## src/rtl/core_pkg.sv

```systemverilog
// Shared definitions for the memory-side blocks: read-response owner
// encoding and the word-address width.
package core_pkg;

    localparam int WORD_ADDR_W = 30;

    typedef enum logic [1:0] {
        OWN_NONE = 2'd0,
        OWN_I    = 2'd1,
        OWN_D    = 2'd2
    } owner_e;

endpackage

```

## src/rtl/starve_counter.sv

```systemverilog
// Saturating counter of consecutive denied fetch cycles. Clear wins over
// increment; at_limit_o flags that the count has reached LIMIT.
module starve_counter #(
    parameter int LIMIT = 4,
    parameter int CNT_W = 3
) (
    input  logic clk,
    input  logic resetb,
    input  logic clr_i,
    input  logic inc_i,
    output logic at_limit_o
);

    localparam logic [CNT_W-1:0] LIMIT_C = CNT_W'(LIMIT);

    logic [CNT_W-1:0] cnt_q;
    logic [CNT_W-1:0] cnt_d;

    assign at_limit_o = (cnt_q == LIMIT_C);

    // Next count: clear on a fetch grant, otherwise count up until saturated.
    always_comb begin
        cnt_d = cnt_q;
        if (clr_i) begin
            cnt_d = '0;
        end else if (inc_i && !at_limit_o) begin
            cnt_d = cnt_q + 1'b1;
        end
    end

    // Count register.
    always_ff @(posedge clk or negedge resetb) begin
        if (!resetb) begin
            cnt_q <= '0;
        end else begin
            cnt_q <= cnt_d;
        end
    end

endmodule

```

## src/rtl/mem_arbiter.sv

```systemverilog
// Two-master arbiter for the shared instruction/data memory read port.
// Data reads beat fetch reads unless fetch has been denied STARVE_LIMIT
// cycles in a row; data writes bypass arbitration onto the write port.
//
// Read-response owner register:
//   owner    | meaning
//   OWN_NONE | no read issued last cycle, no rvalid this cycle
//   OWN_I    | fetch read issued last cycle, i_rvalid this cycle
//   OWN_D    | data read issued last cycle, d_rvalid this cycle
module mem_arbiter
    import core_pkg::*;
#(
    parameter int STARVE_LIMIT = 4,
    parameter int CNT_W        = (STARVE_LIMIT > 0) ? $clog2(STARVE_LIMIT + 1) : 1
) (
    input  logic                   clk,
    input  logic                   resetb,
    input  logic                   i_req,
    input  logic [WORD_ADDR_W-1:0] i_addr,
    output logic                   i_gnt,
    output logic                   i_rvalid,
    output logic [31:0]            i_rdata,
    input  logic                   d_req,
    input  logic                   d_we,
    input  logic [WORD_ADDR_W-1:0] d_addr,
    input  logic [31:0]            d_wdata,
    input  logic [3:0]             d_wbyte,
    output logic                   d_gnt,
    output logic                   d_rvalid,
    output logic [31:0]            d_rdata,
    output logic                   mem_read_ready,
    output logic [WORD_ADDR_W-1:0] mem_read_address,
    output logic                   mem_write_ready,
    output logic [WORD_ADDR_W-1:0] mem_write_address,
    output logic [31:0]            mem_write_data,
    output logic [3:0]             mem_write_byte,
    input  logic [31:0]            mem_read_data
);

    owner_e owner_q;
    owner_e owner_d;
    logic   at_limit;
    logic   force_i;
    logic   d_rd_req;
    logic   d_rd_gnt;

    assign d_rd_req = d_req && !d_we;
    assign force_i  = (STARVE_LIMIT != 0) && at_limit;

    // Grants, memory port drive and next owner. Every enable is qualified
    // by resetb so nothing is issued while reset is asserted.
    always_comb begin
        i_gnt            = 1'b0;
        d_gnt            = 1'b0;
        d_rd_gnt         = 1'b0;
        mem_read_ready   = 1'b0;
        mem_read_address = i_addr;
        owner_d          = OWN_NONE;

        if (resetb) begin
            i_gnt    = i_req && (!d_rd_req || force_i);
            d_rd_gnt = d_rd_req && !(i_req && force_i);
            d_gnt    = (d_req && d_we) || d_rd_gnt;
        end

        if (d_rd_gnt) begin
            mem_read_ready   = 1'b1;
            mem_read_address = d_addr;
            owner_d          = OWN_D;
        end else if (i_gnt) begin
            mem_read_ready   = 1'b1;
            owner_d          = OWN_I;
        end
    end

    assign mem_write_ready   = resetb && d_req && d_we;
    assign mem_write_address = d_addr;
    assign mem_write_data    = d_wdata;
    assign mem_write_byte    = d_wbyte;

    // Owner register steers the one-cycle-later read response.
    always_ff @(posedge clk or negedge resetb) begin
        if (!resetb) begin
            owner_q <= OWN_NONE;
        end else begin
            owner_q <= owner_d;
        end
    end

    assign i_rvalid = (owner_q == OWN_I);
    assign d_rvalid = (owner_q == OWN_D);
    assign i_rdata  = mem_read_data;
    assign d_rdata  = mem_read_data;

    starve_counter #(
        .LIMIT (STARVE_LIMIT),
        .CNT_W (CNT_W)
    ) u_starve (
        .clk        (clk),
        .resetb     (resetb),
        .clr_i      (i_gnt),
        .inc_i      (i_req && !i_gnt),
        .at_limit_o (at_limit)
    );

endmodule
```

## config.mk

```make
export PLATFORM = sky130hd
export DESIGN_NAME = mem_arbiter
export DESIGN_NICKNAME = d
export VERILOG_FILES = /design/src/rtl/core_pkg.sv /design/src/rtl/starve_counter.sv /design/src/rtl/mem_arbiter.sv
export SDC_FILE = /design/constraint.sdc
export NUM_CORES = 1
export LEC_CHECK = 0
export CAP_MARGIN = 25
export CORE_AREA = 2 2 116 118
export DETAILED_ROUTE_END_ITERATION = 8
export DIE_AREA = 0 0 118 120
export SYNTH_ARGS = -nofsm -noshare
export SYNTH_HDL_FRONTEND = slang
export SYNTH_HIERARCHICAL = 1
export SYNTH_SLANG_ARGS = --single-unit
```

## constraint.sdc

```tcl
create_clock -name clk -period 4.55 [get_ports clk]
set_clock_uncertainty 0.1 [all_clocks]
set_input_delay 0.6825 -clock clk [delete_from_list [all_inputs] [get_ports clk]]
set_output_delay 0.6825 -clock clk [all_outputs]
set_load 0.02 [all_outputs]
```

Word level (Yosys, flattened, before mapping)
Index checks and enable logic that the tools add are counted.
{"block": "totals", "out_inout_bits": 166, "register_bits": 5}
{"block": "classes", "muxes": 10, "add_sub_neg": 1, "n_reduce_logical": 17, "n_eq_ne": 3}
{"operator": "2-to-1 mux 30 bit", "n": 1}
{"operator": "logical AND 1 bit", "n": 9}
{"operator": "2-to-1 mux 1 bit", "n": 6}
{"operator": "2-to-1 mux 3 bit", "n": 2}
{"operator": "logical NOT 1 bit", "n": 5}
{"operator": "adder 3 x 1 -> 3 bit (second input constant)", "n": 1}
{"operator": "equality test 3 bit (second input constant)", "n": 1}
{"operator": "equality test 2 x 1 -> 1 bit (second input constant)", "n": 1}
{"operator": "equality test 2 bit (second input constant)", "n": 1}
{"operator": "logical OR 1 bit", "n": 2}
{"operator": "2-to-1 mux 2 bit", "n": 1}
{"operator": "nonzero test 2 bit", "n": 1}

Logic depth before layout (Yosys ltp)
{"block": "logic_depth", "depth_word": 11, "ltp_mapped": 7, "depth_no_buf": 7}

Cells and area by module
The synthesis kept the hierarchy.
{"module": "mem_arbiter", "cells_each": 181, "instances": 1, "seq_area_each_um2": 50.0, "area_each_um2": 1606.5}
{"module": "starve_counter", "cells_each": 18, "instances": 1, "seq_area_each_um2": 75.1, "area_each_um2": 192.7}

Worst setup path before layout
No wires, ideal clock.
{"block": "synth_timing", "path_kind": "flip-flop to output port", "startpoint": "register u_starve.cnt_q[0]", "endpoint": "output mem_read_address[0]", "path_stages_with_launch": 8, "n_path_buf": 2, "required_time_ps": 3768, "arrival_ps": 1645, "slack_ps": 2123, "cell_sequence": "dfrtp_1 > inv_1 > ha_1 > and2_1 > a211o_1 > buf_6 > buf_12 > mux2_4"}
{"block": "synth_via", "elab_chain_cells": 6}
{"item": "start, declared", "line_no": "starve_counter.sv:16", "rtl": "logic [CNT_W-1:0] cnt_q;"}
{"item": "start signal, assigned", "line_no": "starve_counter.sv:36", "rtl": "cnt_q <= cnt_d;"}
{"item": "equality test 3 bit", "line_no": "starve_counter.sv:19", "rtl": "assign at_limit_o = (cnt_q == LIMIT_C);"}
{"item": "via at_limit", "line_no": "mem_arbiter.sv:42", "rtl": "logic at_limit;"}
{"item": "logical AND 1 bit", "line_no": "mem_arbiter.sv:62", "rtl": "d_rd_gnt = d_rd_req && !(i_req && force_i);"}
{"item": "logical NOT 1 bit", "line_no": "mem_arbiter.sv:62"}
{"item": "logical AND 1 bit", "line_no": "mem_arbiter.sv:62"}
{"item": "2-to-1 mux 1 bit", "line_no": "mem_arbiter.sv:60", "rtl": "if (resetb) begin"}
{"item": "2-to-1 mux 30 bit", "line_no": "mem_arbiter.sv:66", "rtl": "if (d_rd_gnt) begin"}
{"item": "end, declared", "line_no": "mem_arbiter.sv:32", "rtl": "output logic [WORD_ADDR_W-1:0] mem_read_address,"}
The timed path passes the listed nets, and every way through them passes these cells.

Worst setup path in the final report
{"block": "layout_timing", "startpoint": "input resetb", "endpoint": "output mem_read_address[26]"}
{"block": "layout_via", "elab_chain_cells": 2}
{"item": "start, declared", "line_no": "mem_arbiter.sv:17", "rtl": "input logic resetb,"}
{"item": "2-to-1 mux 1 bit", "line_no": "mem_arbiter.sv:60"}
{"item": "2-to-1 mux 30 bit", "line_no": "mem_arbiter.sv:66"}
Every way passes these cells.

==> impl_metrics.ini <==
[outcome]
outcome = completed

[timing]
finalHoldViolCount = 0
finalMaxSlewViolations = 0
fin_tns_setup_ps = 0
slew_headroom_pct = 32.8
final_min_period_over_clock_period_pct = 85.9
rsz_0062_raised_after_global_routing = no
final.min_clock_period_ps = 3910
fmax_mhz = 256
worstMarginPinSlew_ps = 1010
finalSetupViolCount = 0

[yosys]
yosys.cell_types.count = 23
synthesized_net_count = 334
yosysWarnings = 6
synth-async-reset-ratio_pct = 100
netlist_area_um2 = 1800
post_synth.cell_area_avg_um2 = 9.04
syn-instance-count = 199
postSynthRegisterBits = 5
synth_edf_count = 0
sequential_element_share_of_the_synthesized_area_pct = 6.95
synth_flop_cell = sky130_fd_sc_hd__dfrtp_1

[floorplan]
rows = 42
die-width_um = 118
start_util_pct = 13.9
core_area_um2 = 13000
num_ports = 299
die_height_um = 120
design.die.area_um2 = 14200

[routing]
vias_per_cell = 3.00
vias = 1124
route.detailed.wl_per_inst_um = 11.0
detailedRoute.firstPassIterationCount = 3
detail_route.drc_violations = 0
routed_wl_mm = 4.14
initialDrtViolationCount = 20
drt.antenna.violating_nets = 0

[pwr]
switchingPower_uw = 151
share_clk_of_total_power_pct = 28.7
p_int_uw = 339
total_leakage_power_uw = 0.000990
seq_power_share_pct = 14.1
p_per_area_nw_per_um2 = 208
power.share.combinational_pct = 57.2
switching_share_pct = 30.8
ir_drop_mv = 0.197

[finish]
area_growth_pct = 31.1
final_core_utilization_pct = 18.2
layout_cell_share_with_drive_strength_beyond_1_pct = 18.1
fin_nets = 335
area_occupied_by_multi_input_gates_um2 = 611
n_antenna_cell = 0
ff_latch_area_um2 = 125
fillerInstances = 1463

[clock_network]
ctsResizeCount = 0
clk_root_buffer_cell = sky130_fd_sc_hd__clkbuf_16
cts_tree = built
clkSinkCount = 5
cts_made_buffers = 3
post_cts_hold_buffer_count = 0
cts.path.max_buffers = 2
post_cts_buffers = 0
clk_transition_reported_paths_ps = 30
clock_latency_reported_for_the_late_side_of_the_worst_skew_pair_ps = 220
htreeDepth = 1

[grt]
number_of_global_route_vias_before_repair = 1173
grtUsageTotal_pct = 5.24
grt_start_max_net_pins = 34
grt.overflow.total = 0
number_of_antenna_violations_at_the_first_check_in_global_routing = 0
global_route_wire_length_before_repair_mm = 6.07

[min_path]
min_path_type = reg2reg

[placement]
input_output_buffers = 130
weighted_congestion_at_the_end_of_routability_driven_global_placement = 0.692
dp_hpwl_mm = 3.51

[critical_path]
required_ps = 3770
worstSetupEndpointType = output port
critPathKind = in2out
path_max_fanout = 33
cp_data_arrival_time_ps = 3130
start_kind = input port

[run]
cap_viol_max_count = 0
[worst max-delay path: stages]
cell and delay, ps:
sky130_fd_sc_hd__clkdlybuf4s50_1 570, sky130_fd_sc_hd__nand2_1 120, sky130_fd_sc_hd__a211o_2 780, sky130_fd_sc_hd__mux2_2 420, sky130_fd_sc_hd__clkdlybuf4s50_1 540
[worst paths after layout]
check	startpoint	to	slack (ps)	depth (start not counted)
max reg2reg	u_starve/cnt_q[0]	u_starve/cnt_q[0]	2290	7
min reg2reg	u_starve/cnt_q[1]	u_starve/cnt_q[1]	500	2
min	u_starve/cnt_q[1]	u_starve/cnt_q[1]	500	2
max in group asynchronous	resetb	u_starve/cnt_q[1]	3490	1
max	resetb	mem_read_address[26]	640	5
min in group asynchronous	resetb	owner_q[1]	620	1
[cells in the mapped netlist (2+ instances only)]
master | n | share of area [%]
sky130_fd_sc_hd__nor2_1 | 3 | 0.63
sky130_fd_sc_hd__mux2_4 | 28 | 23
sky130_fd_sc_hd__buf_4 | 130 | 54
sky130_fd_sc_hd__nand2_1 | 2 | 0.42
sky130_fd_sc_hd__and2_1 | 2 | 0.70
sky130_fd_sc_hd__buf_12 | 2 | 2.2
sky130_fd_sc_hd__inv_1 | 6 | 1.3
sky130_fd_sc_hd__ha_1 | 2 | 1.4
sky130_fd_sc_hd__nor2b_1 | 3 | 1.0
sky130_fd_sc_hd__dfrtp_1 | 5 | 7.0
sky130_fd_sc_hd__mux2_2 | 3 | 1.9
sky130_fd_sc_hd__nand2b_1 | 2 | 0.70
[layer usage]
metal | track usage, % | vias to the layer above | share of wire, %
met5 | 0 | - | 0
met4 | 1.43 | 0 | 1.3
met3 | 3.71 | 10 | 16
met2 | 8.28 | 123 | 44
met1 | 5.64 | 482 | 38
li1 | - | 509 | -
[logic make-up after synthesis]
| logic type | count (synthesis) | synth area share [%] |
|---|---|---|
| DFF | 5 | 6.95 |
| buffers and inverters | 140 | 59.2 |
| AOI/OAI and AO/OA | 5 | 2.09 |
| and+or+nand+nor | 15 | 4.59 |
| adders and majority gates | 2 | 1.39 |
| muxes | 32 | 25.8 |
[registers in the layout (all words and copies together), names as in the netlist]
signal / cells
u_starve/cnt_q: 3
owner_q: 2
[per-stage QoR]
stage / power (µW) / hold slack, ps / area, µm² / worst slack (ps) / cells
final: 490 / 498 / 2360 / 641 / 375
after global routing: 523 / 547 / 2360 / 480 / 375
after CTS: 498 / 514 / 2360 / 563 / 375
after detailed placement: 353 / 509 / 2280 / 556 / 371
after global placement: 346 / 469 / 2280 / 645 / 371
after floorplan: 360 / 287 / 1800 / 2120 / 199
[power groups by stage]
stage                     sequential, µW  combinational, µW  clock [µW]
after floorplan                     65.9                294           0
after global placement              67.5                278           0
after detailed placement            69.4                284           0
after CTS                           68.9                285         144
after global routing                71.6                302         150
final                               69.1                280         141
[cell usage in the layout, fill, tap and decap left out, drive strengths merged]
| cell type | n |
|---|---|
| clkdlybuf4s50 | 130 |
| mux2 | 31 |
| inv | 6 |
| dfrtp | 5 |
| clkbuf | 4 |
| nor2 | 3 |
| nor2b | 3 |
| nand2 | 2 |
| and2 | 2 |
| nand2b | 2 |
| ha | 2 |
| a211o | 1 |
| o31ai | 1 |
| nand3 | 1 |
| o21ai | 1 |
| a21boi | 1 |
| mux2i | 1 |
| a21oi | 1 |
| and4b | 1 |
| nor3 | 1 |
[final cells by class]
cell class,instances,area share (%)
clock buffer,4,3.34
inverter,6,0.955
multi-input combinational,54,25.9
sequential,5,5.31
tap,176,9.34
timing repair buffer,130,55.2
No activity file was read; power rests on OpenSTA's default activity.
